$ cat src/rtl/noc_master_pkg.sv
// Shared constants for the NOC_MASTER packet sequencer: ROM word fields, opcodes, FSM states.
package noc_master_pkg;

  localparam int OPC_HI    = 71;
  localparam int OPC_LO    = 68;
  localparam int PAYLOAD_W = 64;
  localparam int WCNT_W    = 16;

  localparam logic [3:0] OP_DATA = 4'h0;
  localparam logic [3:0] OP_LAST = 4'h1;
  localparam logic [3:0] OP_WAIT = 4'h2;
  localparam logic [3:0] OP_END  = 4'hF;

  typedef enum logic [2:0] {
    ST_IDLE = 3'd0,
    ST_LOAD = 3'd1,
    ST_SEND = 3'd2,
    ST_WAIT = 3'd3,
    ST_DONE = 3'd4
  } state_e;

endpackage

$ cat src/rtl/noc_pkt_word_dec.sv
// Combinational decode of one 72-bit ROM word into opcode flags and the WAIT length.
module noc_pkt_word_dec
  import noc_master_pkg::*;
#(
  parameter int DATA_W = 72
) (
  input  logic [DATA_W-1:0] rom_data,
  output logic              is_data,
  output logic              is_last,
  output logic              is_wait,
  output logic              is_end,
  output logic              bad_op,
  output logic [WCNT_W-1:0] wait_cnt
);

  logic [3:0] opc;
  logic       unused_bits;

  assign opc         = rom_data[OPC_HI:OPC_LO];
  assign unused_bits = ^rom_data[OPC_LO-1:WCNT_W];

  // Opcode flags; unknown opcodes terminate like END but are flagged. WAIT 0 is stretched to 1.
  always_comb begin
    is_data  = 1'b0;
    is_last  = 1'b0;
    is_wait  = 1'b0;
    is_end   = 1'b0;
    bad_op   = 1'b0;
    wait_cnt = (rom_data[WCNT_W-1:0] == '0) ? WCNT_W'(1) : rom_data[WCNT_W-1:0];
    case (opc)
      OP_DATA: is_data = 1'b1;
      OP_LAST: is_last = 1'b1;
      OP_WAIT: is_wait = 1'b1;
      OP_END:  is_end  = 1'b1;
      default: begin
        is_end = 1'b1;
        bad_op = 1'b1;
      end
    endcase
  end

endmodule

$ cat src/rtl/noc_master_pkt_seq.sv
// ROM-driven flit sequencer for the NOC_MASTER stimulus path.
//
//  state | meaning
//  IDLE  | after reset, waiting for start
//  LOAD  | decode the ROM word at addr_inc, no flit held
//  SEND  | flit presented, held until noc_ready; decodes the next word on accept
//  WAIT  | idle bubble, wcnt counts down to 1
//  DONE  | finished (END, bad opcode, overrun or stop); done held until start
module noc_master_pkt_seq
  import noc_master_pkg::*;
#(
  parameter int                ADDR_W     = 48,
  parameter int                DATA_W     = 72,
  parameter logic [ADDR_W-1:0] START_ADDR = '0,
  parameter int unsigned       MAX_WORDS  = 65536
) (
  input  logic                 clk,
  input  logic                 rst_,
  input  logic                 start,
  input  logic                 stop_req,
  output logic [ADDR_W-1:0]    addr_inc,
  input  logic [DATA_W-1:0]    rom_data,
  output logic                 noc_valid,
  output logic [PAYLOAD_W-1:0] noc_data,
  output logic                 noc_last,
  input  logic                 noc_ready,
  output logic                 busy,
  output logic                 done,
  output logic [15:0]          pkt_cnt,
  output logic                 err_overrun,
  output logic                 err_opcode
);

  // One past the last legal word; reaching it means the ROM ran out without END.
  localparam logic [ADDR_W-1:0] END_ADDR = START_ADDR + ADDR_W'(MAX_WORDS);

  state_e                 state_q, state_d;
  logic [ADDR_W-1:0]      addr_q, addr_d;
  logic                   valid_q, valid_d;
  logic [PAYLOAD_W-1:0]   data_q, data_d;
  logic                   last_q, last_d;
  logic [WCNT_W-1:0]      wcnt_q, wcnt_d;
  logic                   busy_q, busy_d;
  logic                   done_q, done_d;
  logic [15:0]            pkt_q, pkt_d;
  logic                   ovr_q, ovr_d;
  logic                   opc_q, opc_d;

  logic                   is_data, is_last, is_wait, is_end, bad_op;
  logic [WCNT_W-1:0]      wait_cnt;
  logic                   accept, at_limit, do_decode;

  noc_pkt_word_dec #(.DATA_W(DATA_W)) u_dec (
    .rom_data (rom_data),
    .is_data  (is_data),
    .is_last  (is_last),
    .is_wait  (is_wait),
    .is_end   (is_end),
    .bad_op   (bad_op),
    .wait_cnt (wait_cnt)
  );

  assign accept   = valid_q & noc_ready;
  assign at_limit = (addr_q == END_ADDR);

  // Next-state and output-register logic; LOAD and an accepted SEND share one decode path.
  always_comb begin
    state_d   = state_q;
    addr_d    = addr_q;
    valid_d   = valid_q;
    data_d    = data_q;
    last_d    = last_q;
    wcnt_d    = wcnt_q;
    pkt_d     = pkt_q;
    ovr_d     = ovr_q;
    opc_d     = opc_q;
    do_decode = 1'b0;

    if (accept && last_q && (pkt_q != 16'hFFFF)) pkt_d = pkt_q + 16'd1;

    case (state_q)
      ST_IDLE: begin
        if (start) state_d = ST_LOAD;
      end
      ST_LOAD: begin
        if (stop_req) state_d = ST_DONE;
        else if (at_limit) begin
          ovr_d   = 1'b1;
          state_d = ST_DONE;
        end else do_decode = 1'b1;
      end
      ST_SEND: begin
        if (accept) begin
          valid_d = 1'b0;
          if (stop_req) state_d = ST_DONE;
          else if (at_limit) begin
            ovr_d   = 1'b1;
            state_d = ST_DONE;
          end else do_decode = 1'b1;
        end
      end
      ST_WAIT: begin
        wcnt_d = wcnt_q - WCNT_W'(1);
        if (stop_req) state_d = ST_DONE;
        else if (wcnt_q <= WCNT_W'(1)) state_d = ST_LOAD;
      end
      ST_DONE: begin
        if (start) begin
          addr_d  = START_ADDR;
          pkt_d   = '0;
          ovr_d   = 1'b0;
          opc_d   = 1'b0;
          state_d = ST_LOAD;
        end
      end
      default: state_d = ST_IDLE;
    endcase

    if (do_decode) begin
      if (is_data || is_last) begin
        data_d  = rom_data[PAYLOAD_W-1:0];
        last_d  = is_last;
        valid_d = 1'b1;
        addr_d  = addr_q + ADDR_W'(1);
        state_d = ST_SEND;
      end else if (is_wait) begin
        wcnt_d  = wait_cnt;
        addr_d  = addr_q + ADDR_W'(1);
        state_d = ST_WAIT;
      end else if (is_end) begin
        opc_d   = opc_q | bad_op;
        state_d = ST_DONE;
      end
    end

    busy_d = (state_d == ST_LOAD) || (state_d == ST_SEND) || (state_d == ST_WAIT);
    done_d = (state_d == ST_DONE);
  end

  // State and output registers with synchronous active-low reset.
  always_ff @(posedge clk) begin
    if (!rst_) begin
      state_q <= ST_IDLE;
      addr_q  <= START_ADDR;
      valid_q <= 1'b0;
      data_q  <= '0;
      last_q  <= 1'b0;
      wcnt_q  <= '0;
      busy_q  <= 1'b0;
      done_q  <= 1'b0;
      pkt_q   <= '0;
      ovr_q   <= 1'b0;
      opc_q   <= 1'b0;
    end else begin
      state_q <= state_d;
      addr_q  <= addr_d;
      valid_q <= valid_d;
      data_q  <= data_d;
      last_q  <= last_d;
      wcnt_q  <= wcnt_d;
      busy_q  <= busy_d;
      done_q  <= done_d;
      pkt_q   <= pkt_d;
      ovr_q   <= ovr_d;
      opc_q   <= opc_d;
    end
  end

  assign addr_inc    = addr_q;
  assign noc_valid   = valid_q;
  assign noc_data    = data_q;
  assign noc_last    = last_q;
  assign busy        = busy_q;
  assign done        = done_q;
  assign pkt_cnt     = pkt_q;
  assign err_overrun = ovr_q;
  assign err_opcode  = opc_q;

endmodule

$ cat config.mk
export PLATFORM = sky130hd
export DESIGN_NAME = noc_master_pkt_seq
export DESIGN_NICKNAME = d
export VERILOG_FILES = /design/src/rtl/noc_master_pkg.sv /design/src/rtl/noc_pkt_word_dec.sv /design/src/rtl/noc_master_pkt_seq.sv
export SDC_FILE = /design/constraint.sdc
export NUM_CORES = 1
export LEC_CHECK = 0
export ABC_AREA = 1
export CAP_MARGIN = 20
export CORE_MARGIN = 1
export CORE_UTILIZATION = 50
export CTS_BUF_LIST = sky130_fd_sc_hd__clkbuf_16
export DETAILED_ROUTE_END_ITERATION = 16
export GPL_ROUTABILITY_DRIVEN = 1
export HOLD_SLACK_MARGIN = 0.15
export PLACE_DENSITY = 0.79
export SLEW_MARGIN = 20
export SYNTH_ARGS = -nofsm -noshare
export SYNTH_HDL_FRONTEND = slang
export SYNTH_SLANG_ARGS = --single-unit
$ cat constraint.sdc
create_clock -name clk -period 2.15 [get_ports clk]
set_input_delay 0.215 -clock clk [delete_from_list [all_inputs] [get_ports clk]]
set_output_delay 0.215 -clock clk [all_outputs]
set_load 0.02 [all_outputs]
==> flow_summary.toml <==
[yosys]
syn_inst = 1345
ys_types = 38
synth_area_um2 = 8462
ys_ff_latch = 153
synth.net_count = 1427
synthFlopType = "dfxtp_1"
yosys.area.top_type = "dfxtp_1"
synthArstFlopShare = 0
synth_common_cells = "nor2_1 (339), nand2_1 (283), dfxtp_1 (153), inv_1 (114), o21ai_0 (106)"
yosysTopAreaCellShare = 0.3620
post-synth-top-count-cell = "nor2_1"
synth_edf_count = 0
yosysSeqAreaShare = 0.3620
synth_area_leaders = "dfxtp_1 (36%), nor2_1 (15%), nand2_1 (13%)"
postSynthAreaPerCell_um2 = 6.291
ys_warn_count = 0

[finish]
drive_above_1_share = 0.08669
num_antenna_cells = 0
area_growth_pct = 39.57
fin_nets = 1684
nFillCells = 1401

[grt]
met2_usage = 0.5315
grt.met1_usage = 0.3929
grt.busiest_layer = "met2"
grtUsageMet3 = 0.08497
antenna_found_initial = 0
grt_pass1_vias = 9215
track_usage = 0.3228
overflow = 0
grt_pass1_wl_mm = 45.15
grt_max_degree = 90

[min_path]
min_from = "rom_data[54]"
min_path_type = "primary input to flop"
holdPathEnd = "noc_data[54]$_SDFFE_PN0P_"
worstHoldPathCells = 3

[setup_path]
rrSetupSlack_ns = 0.10
crit-reg2reg-launch = "addr_inc[1]$_SDFF_PN0_"
cp_slowest_cell = "dfxtp_1"
path_max_fanout = 5
max_stage_delay_ns = 0.41
crit_family = "simple AND/OR/NAND/NOR gates"
worstSetupPathType = "flop to flop"
r2r-end = "addr_inc[42]$_SDFF_PN0_"
crit_chain = "ha_1 -> nand2_1 -> nor2_4 -> nand3_1 -> nor2_1 -> nand4_1 -> nor2_1 -> nand2_1 -> a21oi_1 -> nor2_1"
critPathMostFrequentCell = "nor2_1"
path_buf_inv = 0
cp-start-kind = "flop"
arrival_ns = 2.37
ff2ff_path_depth = 10
cp.required_ns = 2.47
worstSetupEndpointType = "flop"

[timing]
drv_slew = 0
rsz0062_at_grt = "true"
worst_pin_slew_ns = 0.4993
final-setup-viol-count = 0
skew_ns = 0.01505
slew_headroom = 0.6667
fmax_ghz = 0.4885
final-hold-violation-count = 0
period_needed_ns = 2.047
finalSetupTns_ns = 0
fin_crit_sh = 0.9522

[clocking]
ctsHtreeMaxLevel = 4
cts_num_sinks = 153
insertion_delay_ns = 0.43
clockRootBuffer = "clkbuf_16"
numCtsBuffers = 17
clk_pin_slew_ns = 0.06
cts_tree = "built"
clock_path_buffers = 2

[placement]
place_congestion = 1.003
portBuffers = 206
dp_hpwl_mm = 20.57

[power_and_ir_drop]
peakVddDrop_mv = 0.5891
power_leakage_nw = 4.842
power.density_nw_per_um2 = 565.0
p_total_mw = 6.672

[floorplan]
fp.coreArea_um2 = 16520
die_x_um = 132.1
die_height_um = 132.1
start_util = 0.5121
die_area_um2 = 17450
core.rowCount = 47
io_pins = 211

[detailed_routing]
ant_nets = 0
avgRoutedWirePerCell_um = 15.19
routed_wl_mm = 27.87
drt-initial-drc-count = 934
drt_first_pass_iters = 5
viasPerCell = 5.371
route.detailed.drc = 0
num_vias = 9856

[status]
outcome = "finished, final reports clean"

[flow_run]
max_cap_viol_count = 0
[cell type report]
class | instances | area [um2] | share of cell area
multi-input combinational | 1022 | 4697 | 0.3977
sequential | 153 | 3063 | 0.2593
timing repair buffer | 286 | 2689 | 0.2277
inverter | 122 | 464.2 | 0.03930
clock buffer | 17 | 425.4 | 0.03602
tap | 220 | 275.3 | 0.02331
clock inverter | 15 | 196.4 | 0.01663
[cells in the final DEF (no fill, tap or decap), types with 7 or more instances in the layout]
cell,count
nor4_1,7
xor2_1,24
o21ai_0,106
nor3_1,35
inv_1,113
buf_4,76
clkbuf_16,17
nand3_1,64
inv_2,7
dfxtp_1,153
nand4_1,35
clkdlybuf4s50_1,205
o21ai_1,11
nor2_1,338
a21oi_1,67
nand2_1,283
[flip-flops by register name, indices dropped and copies added, names as in the netlist]
| register | count |
|---|---|
| noc_data | 64 |
| addr_inc | 48 |
| pkt_cnt | 16 |
| wcnt_q | 16 |
| state_q | 3 |
| busy | 1 |
| done | 1 |
| err_opcode | 1 |
| err_overrun | 1 |
| noc_last | 1 |
| noc_valid | 1 |
[timing repair]
item	in CTS	in global routing
gates resized for setup	0	8
setup endpoints to repair	0	80
endpoints found under the hold margin	2	0
setup buffers	0	2
hold buffers	1	0
[layer usage]
layer,vias up,share of wire,wire [um]
li1,4842,-,-
met1,4435,0.41,11460
met2,489,0.46,12730
met3,90,0.090,2511
met4,0,0.042,1166
met5,-,0,0
[report_power, final]
group / switching (mW) / internal, mW / leakage (nW)
clock: 1.27 / 1.94 / 0.301
combinational: 0.307 / 0.259 / 3.31
sequential: 0.0227 / 2.87 / 1.23
[worst max path at each step]
stage                           start                   endpoint  cells after the start
2_1_floorplan  addr_inc[0]$_SDFF_PN0_  noc_data[56]$_SDFFE_PN0P_                     14
3_3_place_gp                noc_ready  noc_data[57]$_SDFFE_PN0P_                      8
3_5_place_dp                noc_ready  noc_data[13]$_SDFFE_PN0P_                      8
4_1_cts        addr_inc[1]$_SDFF_PN0_    addr_inc[42]$_SDFF_PN0_                     10
5_1_grt        addr_inc[1]$_SDFF_PN0_    addr_inc[30]$_SDFF_PN0_                     11
6_report       addr_inc[1]$_SDFF_PN0_    addr_inc[42]$_SDFF_PN0_                     10
[per-stage QoR]
stage / utilization / cell area (um2) / setup WS (ns) / hold WS (ns) / std cells
after CTS: 0.7121 / 11770 / 0.07555 / 0.3593 / 1833
after detailed placement: 0.6739 / 11140 / 0.05097 / 0.4832 / 1800
final: 0.7147 / 11810 / 0.1028 / 0.3616 / 1835
after global placement: 0.6739 / 11140 / 0.1137 / 0.4756 / 1800
after floorplan: - / 8462 / 0.1973 / 0.3499 / 1345
after global routing: 0.7147 / 11810 / -0.01344 / 0.3672 / 1835
[kinds of logic after synthesis]
family	after synthesis	synth area share
muxes	1	0.001183
AOI/OAI and AO/OA	199	0.1230
and+or+nand+nor	787	0.3904
DFF	153	0.3620
buffers and inverters	170	0.08502
adders and majority gates	5	0.007393
xor gates and xnor gates	30	0.03105
[tightest hold or removal path, cell delays in order]
cell	delay, ns
clkdlybuf4s50_1	0.39
nor2_1	0.10
nor2_1	0.05
No activity file was read; power rests on OpenSTA's default activity.
